File: config.mk
export PLATFORM = sky130hd
export DESIGN_NAME = adc_spi_responder
export DESIGN_NICKNAME = d
export VERILOG_FILES = /design/src/rtl/loctag_adc_pkg.sv /design/src/rtl/adc_edge_sync.sv /design/src/rtl/adc_spi_responder.sv
export SDC_FILE = /design/constraint.sdc
export NUM_CORES = 1
export LEC_CHECK = 0
export CAP_MARGIN = 15
export CORE_ASPECT_RATIO = 1.2
export CORE_UTILIZATION = 55
export CTS_BUF_LIST = sky130_fd_sc_hd__clkbuf_8
export CTS_CLUSTER_DIAMETER = 40
export DETAILED_ROUTE_END_ITERATION = 7
export PLACE_DENSITY = 0.79
export SLEW_MARGIN = 20
export SYNTH_ARGS = -nofsm -noshare
export SYNTH_HDL_FRONTEND = slang
export SYNTH_SLANG_ARGS = --single-unit
File: constraint.sdc
create_clock -name clk -period 3.64 [get_ports clk]
set_input_delay 0.364 -clock clk [delete_from_list [all_inputs] [get_ports clk]]
set_output_delay 0.364 -clock clk [all_outputs]
set_load 0.1 [all_outputs]
File: src/rtl/loctag_adc_pkg.sv
// Shared ADC link definitions: frame geometry defaults and the responder/reader FSM encoding.
package loctag_adc_pkg;

    localparam int unsigned ADC_DATA_W      = 12;
    localparam int unsigned ADC_LEAD_ZEROS  = 4;
    localparam int unsigned ADC_FRAME_LEN   = 16;
    localparam int unsigned ADC_SYNC_STAGES = 2;
    localparam int unsigned ADC_COUNT_W     = 16;

    typedef enum logic [1:0] {
        ADC_ST_IDLE  = 2'd0,
        ADC_ST_SHIFT = 2'd1,
        ADC_ST_TAIL  = 2'd2
    } adc_state_e;

endpackage : loctag_adc_pkg

File: src/rtl/adc_edge_sync.sv
// Synchronizes one asynchronous input into clk and flags its rising/falling edges.
// Edge flags stay quiet until the chain has been refilled after reset, so a line
// that is already low when reset releases is not mistaken for a new edge.
module adc_edge_sync #(
    parameter int unsigned SYNC_STAGES = 2,
    parameter logic        RESET_VAL   = 1'b1
) (
    input  logic clk,
    input  logic reset,
    input  logic async_i,
    output logic rise_c_o,
    output logic fall_c_o
);

    localparam int unsigned PRIME_MAX = SYNC_STAGES + 1;
    localparam int unsigned PRIME_W   = $clog2(PRIME_MAX + 1);

    logic [SYNC_STAGES-1:0] sync_q;
    logic                   prev_q;
    logic [PRIME_W-1:0]     prime_q;
    logic                   primed_c;
    logic                   level_c;

    assign level_c  = sync_q[SYNC_STAGES-1];
    assign primed_c = (prime_q == PRIME_W'(PRIME_MAX));

    // Synchronizer chain, previous-level flop and post-reset priming counter
    always_ff @(posedge clk) begin
        if (reset) begin
            sync_q  <= {SYNC_STAGES{RESET_VAL}};
            prev_q  <= RESET_VAL;
            prime_q <= '0;
        end else begin
            sync_q  <= SYNC_STAGES'({sync_q, async_i});
            prev_q  <= level_c;
            if (!primed_c) begin
                prime_q <= prime_q + PRIME_W'(1);
            end
        end
    end

    assign rise_c_o = primed_c & ~prev_q &  level_c;
    assign fall_c_o = primed_c &  prev_q & ~level_c;

endmodule : adc_edge_sync

File: src/rtl/adc_spi_responder.sv
// Serial-ADC responder: answers each adc_cs frame with LEAD_ZEROS zeros, a DATA_W-bit
// sample MSB first, then zero padding up to FRAME_LEN bits. All link inputs are
// oversampled in the clk domain.
// Build option: define ADC_RESP_PATTERN_EN to replace the sample_in path with an
// internal ramp that advances once per completed frame.
module adc_spi_responder
    import loctag_adc_pkg::*;
#(
    parameter int unsigned DATA_W      = ADC_DATA_W,
    parameter int unsigned LEAD_ZEROS  = ADC_LEAD_ZEROS,
    parameter int unsigned FRAME_LEN   = ADC_FRAME_LEN,
    parameter int unsigned SYNC_STAGES = ADC_SYNC_STAGES
) (
    input  logic                   clk,
    input  logic                   reset,
    input  logic                   adc_cs,
    input  logic                   adc_clk,
    output logic                   adc_so,
    input  logic [DATA_W-1:0]      sample_in,
    input  logic                   sample_in_valid,
    output logic                   sample_in_ready,
    output logic                   frame_done,
    output logic                   frame_abort,
    output logic                   underrun,
    output logic [ADC_COUNT_W-1:0] frame_count
);

    localparam int unsigned PAD_BITS = FRAME_LEN - LEAD_ZEROS - DATA_W;
    localparam int unsigned IDX_W    = $clog2(FRAME_LEN + 1);

    logic cs_rise_c;
    logic cs_fall_c;
    logic sclk_fall_c;
    logic sclk_rise_unused;

    adc_state_e             state_q;
    logic [FRAME_LEN-1:0]   shift_q;
    logic [IDX_W-1:0]       bit_idx_q;
    logic [IDX_W-1:0]       bit_idx_d;
    logic                   adc_so_q;
    logic                   frame_done_q;
    logic                   frame_abort_q;
    logic                   underrun_q;
    logic [ADC_COUNT_W-1:0] frame_count_q;
    logic [ADC_COUNT_W-1:0] frame_count_d;

    logic [DATA_W-1:0]      latch_data_c;
    logic                   latch_underrun_c;
    logic [FRAME_LEN-1:0]   shift_load_c;
    logic                   frame_start_c;
    logic                   frame_end_c;

    // Chip select: idles high, falls to open a frame
    adc_edge_sync #(
        .SYNC_STAGES (SYNC_STAGES),
        .RESET_VAL   (1'b1)
    ) u_cs_sync (
        .clk      (clk),
        .reset    (reset),
        .async_i  (adc_cs),
        .rise_c_o (cs_rise_c),
        .fall_c_o (cs_fall_c)
    );

    // Serial clock: idles high, each falling edge advances one bit
    adc_edge_sync #(
        .SYNC_STAGES (SYNC_STAGES),
        .RESET_VAL   (1'b1)
    ) u_sclk_sync (
        .clk      (clk),
        .reset    (reset),
        .async_i  (adc_clk),
        .rise_c_o (sclk_rise_unused),
        .fall_c_o (sclk_fall_c)
    );

    assign frame_start_c = (state_q == ADC_ST_IDLE) && cs_fall_c;
    assign frame_end_c   = (state_q == ADC_ST_SHIFT) && !cs_rise_c && sclk_fall_c &&
                           (bit_idx_q == IDX_W'(FRAME_LEN - 1));
    assign shift_load_c  = FRAME_LEN'(latch_data_c) << PAD_BITS;
    assign bit_idx_d     = bit_idx_q + IDX_W'(1);
    assign frame_count_d = frame_count_q + ADC_COUNT_W'(1);

`ifdef ADC_RESP_PATTERN_EN
    logic [DATA_W-1:0] ramp_q;
    logic              unused_sample_in;

    assign unused_sample_in = ^{sample_in, sample_in_valid};
    assign latch_data_c     = ramp_q;
    assign latch_underrun_c = 1'b0;
    assign sample_in_ready  = 1'b0;

    // Test ramp: steps only when a frame completes, so aborted frames repeat their value
    always_ff @(posedge clk) begin
        if (reset) begin
            ramp_q <= '0;
        end else if (frame_end_c) begin
            ramp_q <= ramp_q + DATA_W'(1);
        end
    end
`else
    logic [DATA_W-1:0] hold_q;
    logic [DATA_W-1:0] last_q;
    logic              fresh_q;
    logic              ready_q;

    assign latch_data_c     = fresh_q ? hold_q : last_q;
    assign latch_underrun_c = ~fresh_q;
    assign sample_in_ready  = ready_q;

    // Holding register: a frame start consumes it, an accept in the same cycle refills it
    always_ff @(posedge clk) begin
        if (reset) begin
            hold_q  <= '0;
            last_q  <= '0;
            fresh_q <= 1'b0;
            ready_q <= 1'b1;
        end else begin
            if (frame_start_c) begin
                last_q  <= latch_data_c;
                fresh_q <= 1'b0;
                ready_q <= 1'b1;
            end
            if (sample_in_valid && ready_q) begin
                hold_q  <= sample_in;
                fresh_q <= 1'b1;
                ready_q <= 1'b0;
            end
        end
    end
`endif

    // Frame FSM: shift register walks MSB-first, adc_so is presented from a flop
    always_ff @(posedge clk) begin
        if (reset) begin
            state_q       <= ADC_ST_IDLE;
            shift_q       <= '0;
            bit_idx_q     <= '0;
            adc_so_q      <= 1'b0;
            frame_done_q  <= 1'b0;
            frame_abort_q <= 1'b0;
            underrun_q    <= 1'b0;
            frame_count_q <= '0;
        end else begin
            frame_done_q  <= 1'b0;
            frame_abort_q <= 1'b0;
            underrun_q    <= 1'b0;
            case (state_q)
                ADC_ST_IDLE: begin
                    adc_so_q <= 1'b0;
                    if (cs_fall_c) begin
                        shift_q    <= shift_load_c;
                        bit_idx_q  <= '0;
                        adc_so_q   <= shift_load_c[FRAME_LEN-1];
                        underrun_q <= latch_underrun_c;
                        state_q    <= ADC_ST_SHIFT;
                    end
                end
                ADC_ST_SHIFT: begin
                    if (cs_rise_c) begin
                        frame_abort_q <= 1'b1;
                        adc_so_q      <= 1'b0;
                        state_q       <= ADC_ST_IDLE;
                    end else if (frame_end_c) begin
                        frame_done_q  <= 1'b1;
                        frame_count_q <= frame_count_d;
                        bit_idx_q     <= bit_idx_d;
                        adc_so_q      <= 1'b0;
                        state_q       <= ADC_ST_TAIL;
                    end else if (sclk_fall_c) begin
                        bit_idx_q <= bit_idx_d;
                        shift_q   <= shift_q << 1;
                        adc_so_q  <= shift_q[FRAME_LEN-2];
                    end
                end
                ADC_ST_TAIL: begin
                    adc_so_q <= 1'b0;
                    if (cs_rise_c) begin
                        state_q <= ADC_ST_IDLE;
                    end
                end
                default: begin
                    adc_so_q <= 1'b0;
                    state_q  <= ADC_ST_IDLE;
                end
            endcase
        end
    end

    assign adc_so      = adc_so_q;
    assign frame_done  = frame_done_q;
    assign frame_abort = frame_abort_q;
    assign underrun    = underrun_q;
    assign frame_count = frame_count_q;

endmodule : adc_spi_responder

Word level (Yosys, flattened, before mapping)
Index checks and enable logic that the tools add are counted.
- logic and storage cells: 87
- bits in writable memories: 0
- memories kept: 0
- bits in latches: 0
- output and inout port bits: 21
- ROM bits: 0
- flip-flop bits (word level): 78
- div/mod/pow operators: 0
- equality and inequality tests: 12
- shift-type cells: 0
- $add $sub $neg: 4
- $mul: 0
- $lt $le $gt $ge: 0
- bitwise operators: 14
- muxes and demuxes: 22
- reduce and logical (&&, ||, !) cells: 17
- operator list (cell ; count):
    $mux W15 ; 4
    $pmux W15 S2 ; 1
    $mux W5 ; 4
    $add A16 B1 Y16 const B ; 1
    $mux W12 ; 1
    $ne A2 B2 Y1 const B ; 5
    $pmux W5 S2 ; 1
    $mux W2 ; 4
    $not A1 Y1 ; 8
    $and A1 B1 Y1 ; 6
    $eq A2 B2 Y1 const B ; 3
    $mux W1 ; 6
    $ne A3 B3 Y1 const B ; 2
    $pmux W2 S3 ; 1
    $reduce_and A3 Y1 ; 2
    $reduce_or A3 Y1 ; 2
    $add A5 B1 Y5 const B ; 1
    $eq A5 B4 Y1 const B ; 1
    $logic_and A1 B1 Y1 ; 5
    $reduce_and A5 Y1 ; 1
    $add A2 B1 Y2 const B ; 2
    $reduce_and A4 Y1 ; 1
    $reduce_bool A2 Y1 ; 2
    $reduce_or A4 Y1 ; 1
    4 further kinds ; 4

Logic depth before layout (Yosys ltp)
Gate-level depths: netlist of the first run.
- word-level depth: 10
- depth in mapped cells: 8
- depth with buffers taken out: 7

By module
From an unflattened synthesis of the first run, not the netlist that was laid out.
- cell total of the unflattened synthesis: 368
- area, all modules: 3240.6 µm²
- modules (own cells, without submodules) (module ; area each (µm²) ; cells an instance ; times used ; seq. area each (µm²)):
    adc_spi_responder ; 2890.3 ; 336 ; 1 ; 1361.3
    adc_edge_sync ; 175.2 ; 16 ; 2 ; 100.1

Least setup slack after synthesis of the first run
No wires, ideal clock.
- path type: reg-to-reg
- from: reg frame_count_q[0] (netlist: frame_count[0])
- to: reg frame_count_q[14] (netlist: frame_count[14])
- required time: 3570 ps
- setup time: 70 ps
- arrival time: 2419 ps
- slack: 1150 ps
- cell stages (with the launch flop): 7
- path through: dfxtp_1 -> ha_1 -> nand2_1 -> or4_1 -> buf_2 -> or4_1 -> a21oi_1
- word-level cells in the longest chain between the ends: 1
- RTL lines (what ; RTL line ; source):
    start: declaration ; adc_spi_responder.sv:44 ; logic [ADC_COUNT_W-1:0] frame_count_q;
    start signal: assignment ; adc_spi_responder.sv:166 ; frame_count_q <= frame_count_d;
    $add A16 B1 Y16 ; adc_spi_responder.sv:82 ; assign frame_count_d = frame_count_q + ADC_COUNT_W'(1);
No other way between the ends.
A chain may end at the register's enable or synchronous reset.

Final worst setup path of the first run
- from: reg bit_idx_q[0]
- to: reg frame_count_q[15] (netlist: frame_count[15])
- word-level cells in the longest chain between the ends: 3
- RTL lines (what ; RTL line ; source):
    start: declaration ; adc_spi_responder.sv:38 ; logic [IDX_W-1:0] bit_idx_q;
    start signal: assignment ; adc_spi_responder.sv:167 ; bit_idx_q <= bit_idx_d;
    start signal: assignment ; adc_spi_responder.sv:171 ; bit_idx_q <= bit_idx_d;
    $eq A5 B4 Y1 ; adc_spi_responder.sv:79 ; (bit_idx_q == IDX_W'(FRAME_LEN - 1));
    $logic_and A1 B1 Y1 ; adc_spi_responder.sv:78 ; assign frame_end_c = (state_q == ADC_ST_SHIFT) && !cs_rise_c && sclk_fall_c &&
    $reduce_and A3 Y1 (no source line) ; -- ;
No other way between the ends.

==> flow_metrics.py, run 1 <==
metrics = {
    "final_layout": {
        "antenna_cells": 0,
        "n_fill_cell": 468,
        "drive_above_1_share": 0.0771,
        "syn_to_final_growth_pct": 19.1,
        "nets": 419,
        "fin_cells": 482,
    },
    "setup_path": {
        "slowest_stage": "or4_1",
        "cp_top_family": "simple AND/OR/NAND/NOR gates",
        "end_kind": "flip-flop",
        "crit_path_start_kind": "flip-flop",
        "cp.required_ns": 3.91,
        "crit_chain": "ha_1 -> and3_1 -> ha_1 -> nand4b_2 -> or4_1 -> or4_1 -> a21oi_1",
        "critPathMaxStageDelay_ns": 0.73,
        "critPathKind": "reg2reg",
        "timing.critical_path.buf_inv": 0,
        "cp_max_fo": 13,
        "critPathArrivalTime_ns": 2.84,
    },
    "die": {
        "start_util": 0.573,
        "coreArea_mm2": 0.00567,
        "io_pins": 38,
        "die_area_mm2": 0.00622,
        "die_y_um": 86.2,
        "rows": 30,
        "dieWidth_um": 72.2,
    },
    "logic_synthesis": {
        "synth_top_area_cell": "dfxtp_1",
        "synth_edf_count": 0,
        "synth-warning-count": 0,
        "ys_ff_latch": 78,
        "yosys.area.top_type_share": 0.481,
        "async_reset_ff_frac": 0,
        "synthTopCellsByArea": "dfxtp_1 (48%), a21oi_1 (7.1%), nand2_1 (5.0%), o21ai_0 (4.6%), mux2i_1 (4.3%)",
        "syn_area_mm2": 0.00325,
        "syn-num-nets": 394,
        "synth_cells": 372,
        "synth_seq_area_share": 0.481,
        "synthFlopType": "dfxtp_1",
        "synthTopCellsByCount": "dfxtp_1 (78), a21oi_1 (46), nand2_1 (43), o21ai_0 (30), nor2_1 (25)",
        "synth.distinct_cells": 40,
        "synth_most_common_cell": "dfxtp_1",
        "syn_area_per_cell_um2": 8.73,
    },
    "global_routing": {
        "globalRouteOverflowTotal": 0,
        "grt_pass1_wl_mm": 11.6,
        "grt_max_degree": 40,
        "antenna_found_initial": 0,
        "grt_pass1_vias": 2690,
        "grt_util_all_layers": 0.233,
    },
    "clock_network": {
        "cts-buffers-inserted": 9,
        "cts-htree-levels": 3,
        "max-clock-path-buffers": 2,
        "cts_tree": "yes",
        "clkTransAtPathRegs_ns": 0.07,
        "clock-root-buffer": "clkbuf_8",
        "cts_setup_buffers": 0,
        "cts.sink_count": 78,
        "insertion_delay_ns": 0.34,
        "cts_hold_buf": 0,
        "cts.repair.resized": 0,
    },
    "timing": {
        "skew_ns": 0.00437,
        "finalMaxSlewViolations": 0,
        "hold_viol_final": 0,
        "finalCritPeriodShare": 0.707,
        "tns_ns": 0,
        "finalSetupViolations": 0,
        "period_needed_ns": 2.57,
        "setup_slack_ns": 1.07,
        "rsz0062_at_grt": "no",
        "relSlewSlack": 0.353,
        "max_freq_mhz": 389,
        "tightest_slew_ns": 0.967,
        "hold_ws_ns": 0.409,
    },
    "hold_path": {
        "hold_class": "reg2reg",
    },
    "route": {
        "avgRoutedWirePerCell_um": 13.6,
        "drc": 0,
        "via_per_inst": 5.73,
        "detail-route-antenna-nets": 0,
        "routed_wirelength_mm": 6.57,
        "first_pass_iters": 4,
        "drtIter0Drc": 133,
        "vias": 2762,
    },
    "placed_design": {
        "dp_cells": 466,
        "port_buffers": 37,
        "gp_congestion": 0.799,
        "hpwl_mm": 4.36,
        "dp_slack_ns": 1.10,
    },
    "run": {
        "maxCapViolCount": 0,
    },
    "status": {
        "outcome": "finished clean",
    },
    "pwr": {
        "fin_total_pwr_mw": 1.70,
        "ir_drop_mv": 0.314,
        "power.density_mw_per_mm2": 441,
        "p_leak_nw": 1.37,
    },
}
## area by class of cell
type / instances / area (µm²) / share of cell area
repair buffers: 42 / 403 / 0.104
flip-flops and latches: 78 / 1560 / 0.404
clock buffers: 13 / 179 / 0.0462
clock inverters: 3 / 40.0 / 0.0103
inverters: 4 / 15.0 / 0.00388
well taps: 80 / 100 / 0.0259
multi-input cells: 262 / 1570 / 0.406
## worst register-to-register path: stages (launching register included)
cell	delay, ns
dfxtp_1	0.37
ha_1	0.17
and3_1	0.16
ha_1	0.23
nand4b_2	0.17
or4_1	0.73
or4_1	0.52
a21oi_1	0.16
## registers in the layout (all words and copies together) (netlist names), 5 cells and up
| signal | flops |
|---|---|
| bit_idx_q | 5 |
| shift_q | 15 |
| frame_count | 16 |
| hold_q | 12 |
| last_q | 12 |
## per-stage QoR
stage | util | instance area, µm²
3_3_place_gp | 0.644 | 3650
2_1_floorplan | - | 3250
6_report | 0.683 | 3870
4_1_cts | 0.683 | 3870
3_5_place_dp | 0.644 | 3650
5_1_grt | 0.683 | 3870
## path summary, 6_finish.rpt
check                                        start                          endpoint  slack (ns)  depth (start not counted)
setup / recovery         bit_idx_q[0]$_SDFFE_PP0P_      frame_count[15]$_SDFFE_PP0P_        1.07                          7
hold / removal    u_sclk_sync.sync_q[0]$_SDFF_PP1_  u_sclk_sync.sync_q[1]$_SDFF_PP1_        0.41                          1
setup reg to reg         bit_idx_q[0]$_SDFFE_PP0P_      frame_count[15]$_SDFFE_PP0P_        1.07                          7
hold reg to reg   u_sclk_sync.sync_q[0]$_SDFF_PP1_  u_sclk_sync.sync_q[1]$_SDFF_PP1_        0.41                          1
## routing by layer
metal  global-route usage  share of wire  vias up
met5                    0              0        -
met1                0.265           0.44     1294
met2                0.411           0.51       61
met4                0.103          0.013        0
li1                     -              -     1400
met3               0.0558          0.031        7
## power breakdown
group	switching, mW	internal (mW)
clock network	0.295	0.389
logic	0.0673	0.0528
registers	0.0218	0.879
total	0.384	1.32
## cell usage in the layout, fill, tap and decap left out, types with 9 or more instances in the layout
cell and count:
or3_1 9, clkbuf_8 13, o2111ai_1 11, o21ai_0 30, dfxtp_1 78, nand2_1 43
nor2_1 25, a211oi_1 11, a21oi_1 46, mux2i_1 14, clkdlybuf4s50_1 36
## cell families after synthesis
kind of cell             Yosys count  synth area share
AO/OA/AOI/OAI                    108             0.196
XOR/XNOR                           6            0.0162
adder cells (fa/ha/maj)            5            0.0193
buffers and inverters             32            0.0381
flip-flops                        78             0.481
multiplexers                      15            0.0466
AND/OR/NAND/NOR                  128             0.203
(Power assumes the default switching activity.)
==> run 2: changes to the inputs <==
- clock period: 3.64 -> 2.59 ns (I/O delays scaled with it)
==> run 2 against run 1 <==
Effect of this change: clock power increased by 41%; sequential power is 40% higher; global-route usage hardly changed; register-to-register slack worse by 0.90 ns; fmax is 6.4% higher; power increased by 41%; clock-buffer cell count fell by 3; combinational power grew 42%; final cell count grew 0.41%; hold slack got worse by 0.0033 ns; critical path type unchanged; critical endpoint unchanged.
==> flow_metrics.py, run 2 (synthesis results as in run 1) <==
metrics = {
    "global_routing": {
        "grt_max_degree": 40,
        "grt_pass1_vias": 2621,
        "grt_pass1_wl_mm": 11.4,
        "grt_util_all_layers": 0.233,
        "antenna_found_initial": 0,
        "globalRouteOverflowTotal": 0,
    },
    "route": {
        "routed_wirelength_mm": 6.46,
        "detail-route-antenna-nets": 0,
        "first_pass_iters": 4,
        "via_per_inst": 5.67,
        "drc": 0,
        "avgRoutedWirePerCell_um": 13.4,
        "vias": 2746,
        "drtIter0Drc": 92,
    },
    "placed_design": {
        "dp_slack_ns": 0.0873,
        "gp_congestion": 0.799,
        "hpwl_mm": 4.46,
        "dp_cells": 468,
        "port_buffers": 37,
        "placed_area_mm2": 0.00362,
    },
    "final_layout": {
        "final_common_cell": "dfxtp_1",
        "fin_area_mm2": 0.00385,
        "fin_cells": 484,
        "nets": 421,
        "largest_reg_flops": 16,
        "layout_common_cells": "dfxtp_1 (78), a21oi_1 (46), nand2_1 (43), o21ai_0 (30), buf_4 (27)",
        "syn_to_final_growth_pct": 18.5,
        "antenna_cells": 0,
        "drive_above_1_share": 0.136,
    },
    "die": {
        "die_y_um": 86.2,
        "dieWidth_um": 72.2,
        "rows": 30,
        "coreArea_mm2": 0.00567,
        "start_util": 0.573,
        "die_area_mm2": 0.00622,
        "io_pins": 38,
    },
    "pwr": {
        "switching_share": 0.221,
        "switching_power_uw": 531,
        "ir_drop_mv": 0.451,
        "clock_power_share": 0.403,
        "combPwrFrac": 0.071,
        "power.density_mw_per_mm2": 623,
        "fin_total_pwr_mw": 2.40,
        "p_leak_nw": 1.43,
        "intPower_mw": 1.87,
        "seqPwrFrac": 0.526,
    },
    "clock_network": {
        "cts.repair.resized": 0,
        "cts-htree-levels": 3,
        "cts_setup_buffers": 0,
        "cts_hold_buf": 0,
        "clkTransAtPathRegs_ns": 0.07,
        "clock-root-buffer": "clkbuf_8",
        "max-clock-path-buffers": 2,
        "cts.sink_count": 78,
        "cts_tree": "yes",
        "insertion_delay_ns": 0.34,
        "cts-buffers-inserted": 9,
    },
    "setup_path": {
        "crit_path_start_kind": "flip-flop",
        "critPathArrivalTime_ns": 2.68,
        "slowest_stage": "or4_4",
        "regToRegSetupSlack_ns": 0.17,
        "cp.required_ns": 2.86,
        "crit_chain": "ha_1 -> and3_1 -> ha_2 -> nand4b_2 -> or4_4 -> or4_1 -> a21oi_1",
        "rr_endpoint": "frame_count[15]$_SDFFE_PP0P_",
        "timing.critical_path.buf_inv": 0,
        "worstRegToRegCells": 7,
        "setup.worst_path.end": "frame_count[15]$_SDFFE_PP0P_",
        "end_kind": "flip-flop",
        "cp.depth": 7,
        "r2r-start": "bit_idx_q[0]$_SDFFE_PP0P_",
        "cp_max_fo": 9,
        "critPathMaxStageDelay_ns": 0.62,
        "critPathKind": "reg2reg",
        "startpoint": "bit_idx_q[0]$_SDFFE_PP0P_",
        "cp_top_family": "simple AND/OR/NAND/NOR gates",
    },
    "timing": {
        "tightest_slew_ns": 0.731,
        "hold_viol_final": 0,
        "skew_ns": 0.00642,
        "finalMaxSlewViolations": 0,
        "setup_slack_ns": 0.173,
        "relSlewSlack": 0.512,
        "max_freq_mhz": 414,
        "finalCritPeriodShare": 0.933,
        "period_needed_ns": 2.42,
        "finalSetupViolations": 0,
        "rsz0062_at_grt": "no",
        "tns_ns": 0,
    },
    "hold_path": {
        "min_from": "u_sclk_sync.sync_q[0]$_SDFF_PP1_",
        "hold_class": "reg2reg",
    },
    "status": {
        "outcome": "finished clean",
    },
    "run": {
        "maxCapViolCount": 0,
    },
}
run 2: cell type report:
cell class                      count  area (µm²)
Fill cell                         462        1820
Tap cell                           80         100
Timing Repair Buffer               44         378
Clock buffer                       10         138
Sequential cell                    78        1560
Multi-Input combinational cell    262        1580
Clock inverter                      6        77.6
Inverter                            4        15.0
run 2: through the flow:
stage,hold WS [ns],util
CTS,0.413,0.677
global route,0.437,0.679
global placement,0.392,0.640
detailed placement,0.400,0.640
floorplan,0.363,-
finish,0.406,0.679
run 2: how the worst min path moves through the flow:
stage / to / depth (start not counted)
floorplan: u_cs_sync.sync_q[0]$_SDFF_PP1_ / 1
global placement: u_sclk_sync.sync_q[1]$_SDFF_PP1_ / 1
detailed placement: u_cs_sync.sync_q[1]$_SDFF_PP1_ / 1
CTS: u_sclk_sync.sync_q[1]$_SDFF_PP1_ / 1
global route: u_sclk_sync.sync_q[1]$_SDFF_PP1_ / 1
finish: u_sclk_sync.sync_q[1]$_SDFF_PP1_ / 1
run 2: metal layers:
metal  global-route usage  vias up  routed length, µm
li1                     -     1394                  -
met1                0.261     1289               2850
met2                0.413       53               3300
met3               0.0628       10                223
met4               0.0963        0                 97
met5                    0        -                  0
run 2: power by group through the flow:
stage / Sequential (mW) / Clock [mW] / Combinational [mW]
after floorplan: 1.29 / 0 / 0.118
after global placement: 1.29 / 0 / 0.165
after detailed placement: 1.29 / 0 / 0.171
after CTS: 1.26 / 0.997 / 0.172
after global routing: 1.27 / 1.05 / 0.193
final: 1.26 / 0.967 / 0.170
==> run 3: changes to the inputs <==
- PLACE_DENSITY: 0.79 -> default
- PLACE_DENSITY_LB_ADDON: default -> 0.15
==> run 3 against run 2 <==
Effect of this change: clock power is 0.4% higher; first-iteration DRC count is 79% higher; largest power group unchanged; combinational power hardly changed; clock-buffer cell count stayed put.
==> flow_metrics.py, run 3 (synthesis results as in run 1) <==
metrics = {
    "status": {
        "outcome": "finished clean",
    },
    "timing": {
        "hold_viol_final": 0,
        "rsz0062_at_grt": "no",
        "tns_ns": 0,
        "setup_slack_ns": 0.206,
        "skew_ns": 0.00856,
        "hold_ws_ns": 0.237,
        "period_needed_ns": 2.38,
        "finalMaxSlewViolations": 0,
        "relSlewSlack": 0.494,
        "tightest_slew_ns": 0.759,
        "max_freq_mhz": 419,
        "finalSetupViolations": 0,
        "finalCritPeriodShare": 0.920,
    },
    "route": {
        "first_pass_iters": 4,
        "avgRoutedWirePerCell_um": 13.2,
        "routed_wirelength_mm": 6.39,
        "drc": 0,
        "drtIter0Drc": 165,
        "via_per_inst": 5.57,
        "vias": 2703,
        "detail-route-antenna-nets": 0,
    },
    "clock_network": {
        "insertion_delay_ns": 0.34,
        "cts_tree": "yes",
        "cts-htree-levels": 3,
        "clock-root-buffer": "clkbuf_8",
        "max-clock-path-buffers": 2,
        "cts.sink_count": 78,
        "cts_hold_buf": 0,
        "clkTransAtPathRegs_ns": 0.08,
        "cts-buffers-inserted": 9,
    },
    "global_routing": {
        "grt_pass1_vias": 2464,
        "grt_util_all_layers": 0.223,
        "grt_pass1_wl_mm": 11.1,
        "grt_max_degree": 32,
        "antenna_found_initial": 0,
        "globalRouteOverflowTotal": 0,
    },
    "setup_path": {
        "cp_max_fo": 10,
        "critPathArrivalTime_ns": 2.66,
        "timing.critical_path.buf_inv": 0,
        "crit_chain": "ha_1 -> and3_1 -> ha_1 -> nand4b_2 -> or4_4 -> or4_1 -> a21oi_1",
        "slowest_stage": "or4_4",
        "crit_top_cell": "ha_1",
        "cp.required_ns": 2.87,
        "end_kind": "flip-flop",
        "cp_top_family": "simple AND/OR/NAND/NOR gates",
        "critPathKind": "reg2reg",
        "critPathMaxStageDelay_ns": 0.64,
        "crit_path_start_kind": "flip-flop",
    },
    "pwr": {
        "ir_drop_mv": 0.472,
        "power.density_mw_per_mm2": 626,
        "fin_total_pwr_mw": 2.40,
        "p_leak_nw": 1.43,
    },
    "die": {
        "io_pins": 38,
        "die_y_um": 86.2,
        "start_util": 0.573,
        "rows": 30,
        "coreArea_mm2": 0.00567,
        "dieWidth_um": 72.2,
        "die_area_mm2": 0.00622,
    },
    "final_layout": {
        "largest_reg_flops": 16,
        "n_fill_cell": 479,
        "fin_area_mm2": 0.00384,
        "drive_above_1_share": 0.136,
        "final_common_cell": "dfxtp_1",
        "fin_cells": 485,
        "syn_to_final_growth_pct": 18.3,
        "antenna_cells": 0,
        "layout_common_cells": "dfxtp_1 (78), a21oi_1 (46), nand2_1 (43), o21ai_0 (30), buf_4 (29)",
        "postLayoutCoreUtil": 0.678,
        "register_area_mm2": 0.00156,
        "nets": 422,
        "multi_input_area_mm2": 0.00158,
    },
    "run": {
        "maxCapViolCount": 0,
    },
    "placed_design": {
        "gp_congestion": 0.799,
        "hpwl_mm": 4.29,
        "placed_area_mm2": 0.00362,
        "port_buffers": 37,
        "dp_cells": 469,
        "dp_slack_ns": 0.00427,
    },
    "hold_path": {
        "hold_class": "in2reg",
    },
}
## run 3: cell count changes in the layout (fill, tap and decap cells not counted)
cell and change:
buf_4 +2, buf_12 -1, ha_1 +1, ha_2 -1
## run 3: layout make-up
| type | instances | share of cell area |
|---|---|---|
| clock buffers | 10 | 0.0358 |
| multi-input cells | 262 | 0.411 |
| well taps | 80 | 0.0261 |
| repair buffers | 45 | 0.0970 |
| flip-flops and latches | 78 | 0.406 |
| inverters | 4 | 0.00391 |
| clock inverters | 6 | 0.0202 |
## run 3: worst paths after layout
check	slack, ns	startpoint	cells after the start	to
min	0.24	reset	2	shift_q[14]$_SDFFE_PP0P_
max reg2reg	0.21	bit_idx_q[0]$_SDFFE_PP0P_	7	frame_count[14]$_SDFFE_PP0P_
min reg2reg	0.41	u_cs_sync.sync_q[0]$_SDFF_PP1_	1	u_cs_sync.sync_q[1]$_SDFF_PP1_
max	0.21	bit_idx_q[0]$_SDFFE_PP0P_	7	frame_count[14]$_SDFFE_PP0P_
## run 3: what timing repair did
| item | in CTS | in global routing |
|---|---|---|
| pin swaps | 0 | 1 |
| setup endpoints to repair | 1 | 3 |
| resized for setup | 1 | 1 |
| setup buffers | 0 | 0 |
## run 3: layer usage
metal,wire [µm],global-route usage,vias to the layer above,part of all wire
met5,0,0,-,0
met4,87,0.105,0,0.014
met3,220,0.0372,7,0.034
met2,3110,0.376,63,0.49
met1,2970,0.276,1228,0.46
li1,-,-,1405,-
## run 3: worst register-to-register path: stages (launching register included)
cell	delay, ns
dfxtp_1	0.36
ha_1	0.17
and3_1	0.16
ha_1	0.25
nand4b_2	0.19
or4_4	0.64
or4_1	0.42
a21oi_1	0.14
## run 3: power by group
part	internal (mW)	switching, mW
Clock	0.559	0.412
Sequential	1.23	0.0289
Combinational	0.0771	0.0935
